File: src/rtl/fofb_mac_accum.sv
// FOFB multiply-accumulate stage: dot product of BPM errors and matrix coefficients
// over one valid window, producing a shifted, saturated correction word.
module fofb_mac_accum #(
  parameter int DATA_W = 32,
  parameter int COEF_W = 18,
  parameter int ACC_W  = 64,
  parameter int OUT_W  = 32,
  parameter int SHIFT  = 16
) (
  input  logic              clk,
  input  logic              reset,
  input  logic              fofbCalStart,
  input  logic              data_valid,
  input  logic [DATA_W-1:0] bpm_data,
  input  logic [COEF_W-1:0] coef_data,
  input  logic [8:0]        CalcLanth,
  output logic [OUT_W-1:0]  result,
  output logic              result_valid,
  output logic [9:0]        sample_count,
  output logic              length_err,
  output logic              busy
);

  localparam int PROD_W = DATA_W + COEF_W;

  localparam logic signed [ACC_W-1:0] OUT_MAX = {{(ACC_W-OUT_W+1){1'b0}}, {(OUT_W-1){1'b1}}};
  localparam logic signed [ACC_W-1:0] OUT_MIN = {{(ACC_W-OUT_W+1){1'b1}}, {(OUT_W-1){1'b0}}};

  typedef enum logic [2:0] {
    IDLE,
    ARMED,
    ACCUM,
    FLUSH,
    DONE
  } state_t;

  state_t state, stateNext;

  logic                     startQ;
  logic                     startEvent;
  logic                     flushCnt;
  logic                     capture;
  logic                     clearRun;
  logic signed [PROD_W-1:0] prodNext;
  logic signed [PROD_W-1:0] prodReg;
  logic                     prodValid;
  logic signed [ACC_W-1:0]  acc;
  logic signed [ACC_W-1:0]  shifted;
  logic [OUT_W-1:0]         satNext;
  logic [9:0]               count;
  logic [9:0]               expCount;

  assign startEvent   = fofbCalStart & ~startQ;
  assign prodNext     = $signed(bpm_data) * $signed(coef_data);
  assign shifted      = acc >>> SHIFT;
  assign expCount     = {1'b0, CalcLanth} + 10'd1;
  assign busy         = (state != IDLE);
  assign sample_count = count;

  // NOTE: every combinational output gets a default before the case so no path
  // leaves it unassigned, which would otherwise infer a latch.
  always_comb begin
    stateNext = state;
    capture   = 1'b0;
    clearRun  = 1'b0;
    case (state)
      IDLE:  stateNext = IDLE;
      ARMED: if (data_valid) begin
               stateNext = ACCUM;
               capture   = 1'b1;
             end
      ACCUM: if (data_valid) capture = 1'b1;
             else            stateNext = FLUSH;
      FLUSH: if (flushCnt) stateNext = DONE;
      DONE:  stateNext = IDLE;
      default: stateNext = IDLE;
    endcase
    // A start event re-arms from any state, dropping whatever run is in flight.
    if (startEvent) begin
      stateNext = ARMED;
      capture   = 1'b0;
      clearRun  = 1'b1;
    end
  end

  always_comb begin
    satNext = shifted[OUT_W-1:0];
    if (shifted > OUT_MAX)      satNext = OUT_MAX[OUT_W-1:0];
    else if (shifted < OUT_MIN) satNext = OUT_MIN[OUT_W-1:0];
  end

  // NOTE: sequential state uses non-blocking assignments so every register
  // samples pre-edge values regardless of statement order.
  always_ff @(posedge clk or posedge reset) begin
    if (reset) begin
      state    <= IDLE;
      startQ   <= 1'b0;
      flushCnt <= 1'b0;
    end else begin
      state    <= stateNext;
      startQ   <= fofbCalStart;
      flushCnt <= (state == FLUSH) ? ~flushCnt : 1'b0;
    end
  end

  always_ff @(posedge clk or posedge reset) begin
    if (reset) begin
      prodReg      <= '0;
      prodValid    <= 1'b0;
      acc          <= '0;
      count        <= '0;
      result       <= '0;
      result_valid <= 1'b0;
      length_err   <= 1'b0;
    end else begin
      prodValid <= capture;
      if (capture) prodReg <= prodNext;

      if (clearRun) begin
        acc   <= '0;
        count <= '0;
      end else if (prodValid) begin
        acc <= acc + {{(ACC_W-PROD_W){prodReg[PROD_W-1]}}, prodReg};
        if (count != 10'h3FF) count <= count + 10'd1;
      end

      result_valid <= (state == DONE);
      if (state == DONE) begin
        result     <= satNext;
        length_err <= (count != expCount);
      end else if (clearRun && state == IDLE) begin
        length_err <= 1'b0;
      end
    end
  end

endmodule

File: config.mk
export PLATFORM = sky130hd
export DESIGN_NAME = fofb_mac_accum
export DESIGN_NICKNAME = d
export VERILOG_FILES = /design/src/rtl/fofb_mac_accum.sv
export SDC_FILE = /design/constraint.sdc
export NUM_CORES = 2
export LEC_CHECK = 0
export CORE_MARGIN = 2
export CORE_UTILIZATION = 59
export CTS_BUF_LIST = sky130_fd_sc_hd__clkbuf_4
export DETAILED_ROUTE_END_ITERATION = 10
export PLACE_DENSITY = 0.9
export SLEW_MARGIN = 20
export SYNTH_ARGS = -nofsm -noshare
export SYNTH_HDL_FRONTEND = slang
export SYNTH_SLANG_ARGS = --single-unit
File: constraint.sdc
create_clock -name clk -period 5.85 [get_ports clk]
set_clock_uncertainty 0.2 [all_clocks]
set_input_delay 0.8775 -clock clk [delete_from_list [all_inputs] [get_ports clk]]
set_output_delay 0.8775 -clock clk [all_outputs]
set_load 0.005 [all_outputs]
==> results of run 1 <==
[through the flow]
step | hold slack (ns) | worst slack, ns
CTS | 0.272 | -0.736
global placement | 0.238 | -1.65
detailed placement | 0.253 | -1.82
floorplan | 0.222 | -0.840
[cell families after synthesis]
kind of cell	after synthesis	share of synthesized area (%)
and+or+nand+nor	1056	16.3
buffers and inverters	817	10.2
adders and majority gates	740	44.7
AOI/OAI and AO/OA	465	9.83
DFF	164	13.7
xor gates and xnor gates	128	3.73
muxes	46	1.54
[cell usage after synthesis (all sizes together), types with 15 or more instances]
library cell  number
a211oi            20
a21o              54
a21oi            159
and2             227
buf               15
clkbuf           145
dfrtp            164
fa               554
ha               186
inv              655
mux2i             45
nand2            500
nand2b            16
nand3             35
nand4             21
nor2             176
o21a              17
o21ai            117
o21bai            18
xnor2             79
xor2              49
[routing by layer]
layer | GRT usage [%] | GRT overflow
met1 | 64.3 | 0
met2 | 78.0 | 16
met3 | 59.0 | 1
met4 | 61.8 | 8
met5 | 40.3 | 0
[timing repair]
item | in CTS
gates resized for setup | 451
cloned | 35
pin swaps | 205
endpoints found under the setup margin | 36
setup buffers | 95
==> results.md, run 1 <==
* CTS Buf Count at 17
* Worst End Pin Type: register input
* Synth unique cells at 78
* Stopped at: global routing
* Ranking of synthesized cells by area: fa_1 (37%), dfrtp_1 (14%), inv_1 (8.2%), ha_1 (7.7%), nand2_1 (6.2%)
* H-tree depth at 4
* Max Buffers Root-to-Sink at 2
* Stop Error: [ERROR GRT-0232] Routing congestion too high. Check the congestion heatmap in the GUI.
* HPWL Detailed at 66000 µm
* CTS sink cnt at 164
* GPL Wtd Cong at 0.945
* Port Buffer Count at 107
* Placed Cells at 4333
* Mean Syn Cell Area at 8.79 µm²
* Async SR Flop Fraction at 100%
* Seq cells post-synth at 164
* Root Buffer: clkbuf_4
* Placed inst area at 0.0345 mm²
* Number of synthesized flops with an enable pin at 0
* Synthesized Nets at 4219
* Outcome: stopped before the end
* Seq/Total Area, Yosys at 13.7%
* Initial Util at 59.9%
* Post-synth top area share at 36.9%
* Die Wd at 230 µm
* Hold buffer count at CTS at 0
* Io pins at 108
* Row cnt at 82
* Pin count of the biggest net entering global routing at 93
* GRT Total Usage at 66.0%
* Largest area contributor in the netlist: fa_1
* Synthesized area at 0.0300 mm²
* Top FF cell, synth: dfrtp_1
* Die H at 230 µm
* Worst endpoint, post-GRT repair: prodReg[49]$_DFFE_PP0P_/D
* Grt ovf at 25
* Gate Count Post-Synth at 3416
* Synthesis warning total at 0
==> run 2: changes to the inputs <==
- CORE_UTILIZATION: 59 -> 40
- CTS_BUF_LIST: sky130_fd_sc_hd__clkbuf_4 -> default
- PLACE_DENSITY: 0.9 -> default
- PLACE_DENSITY_LB_ADDON: default -> 0.15
- clock period: 5.85 -> 7.6 ns (I/O delays scaled with it)
==> run 2 against run 1 <==
  * The run now ends clean
  * Area after synthesis did not move
  * Synthesized cell count did not move
==> results.md, run 2 <==
* Vias in the first global route at 23.6k
* Clock-pin slew on the worst setup and hold paths at 0.07 ns
* Multiplexer share of the synthesized area at 1.54%
* Outcome: finished, final reports clean
* ANT nets after route at 0
* CTS tree: yes
* GPL Wtd Cong at 0.878
* Setup TNS at 0 ns
* Max transition margin at 27.3%
* H-tree depth at 4
* Max-Cap Viols at 0
* Largest area contributor in the netlist: fa_1
* Max FFs per register at 64
* Final period utilization at 97.3%
* Clock latency on the worst-skew pair at 0.44 ns
* Row cnt at 100
* Seq cells post-synth at 164
* Async SR Flop Fraction at 100%
* Adder-cell area share of the yosys netlist at 44.7%
* Global-route wire length before repair at 124000 µm
* Fin crit period at 7.40 ns
* CTS Buf Count at 17
* Post-synthesis compound-gate area fraction at 9.83%
* CP endpoint kind: flop
* Grt ovf at 0
* Die H at 278 µm
* Number of synthesized flops with an enable pin at 0
* Port Buffer Count at 107
* Hold buffer count at CTS at 0
* XOR/XNOR Fraction of Synth Area at 3.73%
* CP Max Fanout at 16
* Area growth, synth to finish at 16.7%
* Top FF cell, synth: dfrtp_1
* DRC violations left at 0
* Ranking of synthesized cells by area: fa_1 (37%), dfrtp_1 (14%), inv_1 (8.2%), ha_1 (7.7%), nand2_1 (6.2%)
* Max-slew violations at 0
* Synth unique cells at 78
* Worst slew pin tran at 1.08 ns
* Post-synth top area share at 36.9%
* Post-synthesis simple-gate area fraction at 16.3%
* GRT Total Usage at 19.7%
* Max Buffers Root-to-Sink at 2
* Net count, final at 4456
* Synthesis warning total at 0
* CTS sink cnt at 164
* Most numerous cell in the Yosys netlist: inv_1
* Initial Util at 40.4%
* Largest family of logic cells by synthesized area: adder cells
* # setup viols final at 0
* Synth cell count leaders: inv_1 (655), fa_1 (554), nand2_1 (499), and2_1 (227), ha_1 (186)
* Worst min-delay path class: reg2reg
* Die Wd at 278 µm
* Initial DRC Count at 1253
* Peak Freq at 135 MHz
* WS Path Type: in2reg
* N_diodes at 0
* Seq/Total Area, Yosys at 13.7%
* CP required at 7.71 ns
* Core area at 0.0744 mm²
* Top reg by flops: acc
* Pin count of the biggest net entering global routing at 72
* DR WL/cell at 16.1 µm
* Commonest non-fill, non-tap cell in the layout: inv_1
* Root Buffer: clkbuf_16
* Crit path DAT at 7.51 ns
* Drt first pass iters at 5
* Vias at 22.4k
* Final WL at 74600 µm
* Initial antenna violation count at 0
* Io pins at 108
* Largest registers: acc (64), prodReg (50), result (32)
* Share of layout cells above drive strength 1 at 10.3%
* HPWL Detailed at 62800 µm
* Synthesized Nets at 4219
* Gate Count Post-Synth at 3416
* Die area at 0.0773 mm²
* Vias per inst at 4.85
* Synthesized area at 0.0300 mm²
* Final Util at 47.1%
* Startpoint type of the worst setup path: input port
* Mean Syn Cell Area at 8.79 µm²
* Most frequent cells in the layout: inv_1 (654), fa_1 (548), nand2_1 (499)
* Final Hold Viols at 0
run 2: worst paths after layout:
path                                         from                       to  slack, ns  cells after the start
max                                 coef_data[11]  prodReg[42]$_DFFE_PP0P_       0.20                     27
min                            flushCnt$_DFF_PP0_       flushCnt$_DFF_PP0_       0.26                      1
max reg2reg                prodReg[0]$_DFFE_PP0P_      acc[60]$_DFFE_PP0P_       3.77                     13
min reg2reg                    flushCnt$_DFF_PP0_       flushCnt$_DFF_PP0_       0.26                      1
max in group asynchronous                   reset      prodValid$_DFF_PP0_       5.06                      3
min in group asynchronous                   reset   length_err$_DFFE_PP0P_       0.82                      2
run 2: cell families after synthesis:
| family | after synthesis |
|---|---|
| AND/OR/NAND/NOR | 1056 |
| flip-flops | 164 |
| adder cells (fa/ha/maj) | 740 |
| AO/OA/AOI/OAI | 465 |
| XOR/XNOR | 128 |
| multiplexers | 46 |
| buffers and inverters | 817 |
run 2: what timing repair did:
| action | in CTS | in global routing |
|---|---|---|
| resized for setup | 3 | 59 |
| setup endpoints to repair | 4 | 23 |
| buffers inserted | 0 | 10 |
| pin swaps | 0 | 32 |
| cloned | 0 | 4 |
run 2: final cells by class:
type | count | area (µm²)
fill | 7210 | 39400
multi-input combinational | 2435 | 23100
sequential | 164 | 4110
timing repair buffer | 378 | 3650
inverter | 657 | 2470
tap | 969 | 1210
clock buffer | 19 | 443
clock inverter | 11 | 81.3
run 2: critical path: stages:
cell and delay [ns]:
clkdlybuf4s50_1 0.51, buf_12 0.16, buf_4 0.13, buf_4 0.13, nand2_1 0.07, fa_1 0.48
inv_1 0.05, fa_1 0.50, fa_1 0.57, fa_1 0.43, fa_1 0.49, inv_1 0.05
fa_1 0.47, inv_1 0.04, ha_1 0.30, o21a_1 0.22, a21o_1 0.18, a221oi_2 0.33
o21ai_2 0.10, nor4_2 0.26, a21oi_2 0.10, buf_4 0.15, nand3_1 0.07, nand3_1 0.07
a21oi_1 0.15, xor2_1 0.24, o21ai_0 0.10
run 2: layer usage:
layer	track usage, %	vias up	share of wire (%)
met1	30.4	11100	52
li1	-	11000	-
met2	30.9	335	44
met5	0	-	0
met4	2.94	0	0.70
met3	1.65	30	2.8
run 2: metrics by stage:
step	instance area, µm²	cells	hold WS [ns]	setup slack (ns)
final	35100	4633	0.256	0.202
after CTS	34600	4619	0.260	0.0255
after floorplan	30000	3416	0.222	0.0815
after global placement	34100	4589	0.245	-0.498
after global routing	35100	4633	0.264	-0.0564
after detailed placement	34100	4589	0.250	-0.549
Power of run 2 is not shown: default switching activity piles up to over one toggle a cycle in this logic, so the estimate is an artifact.
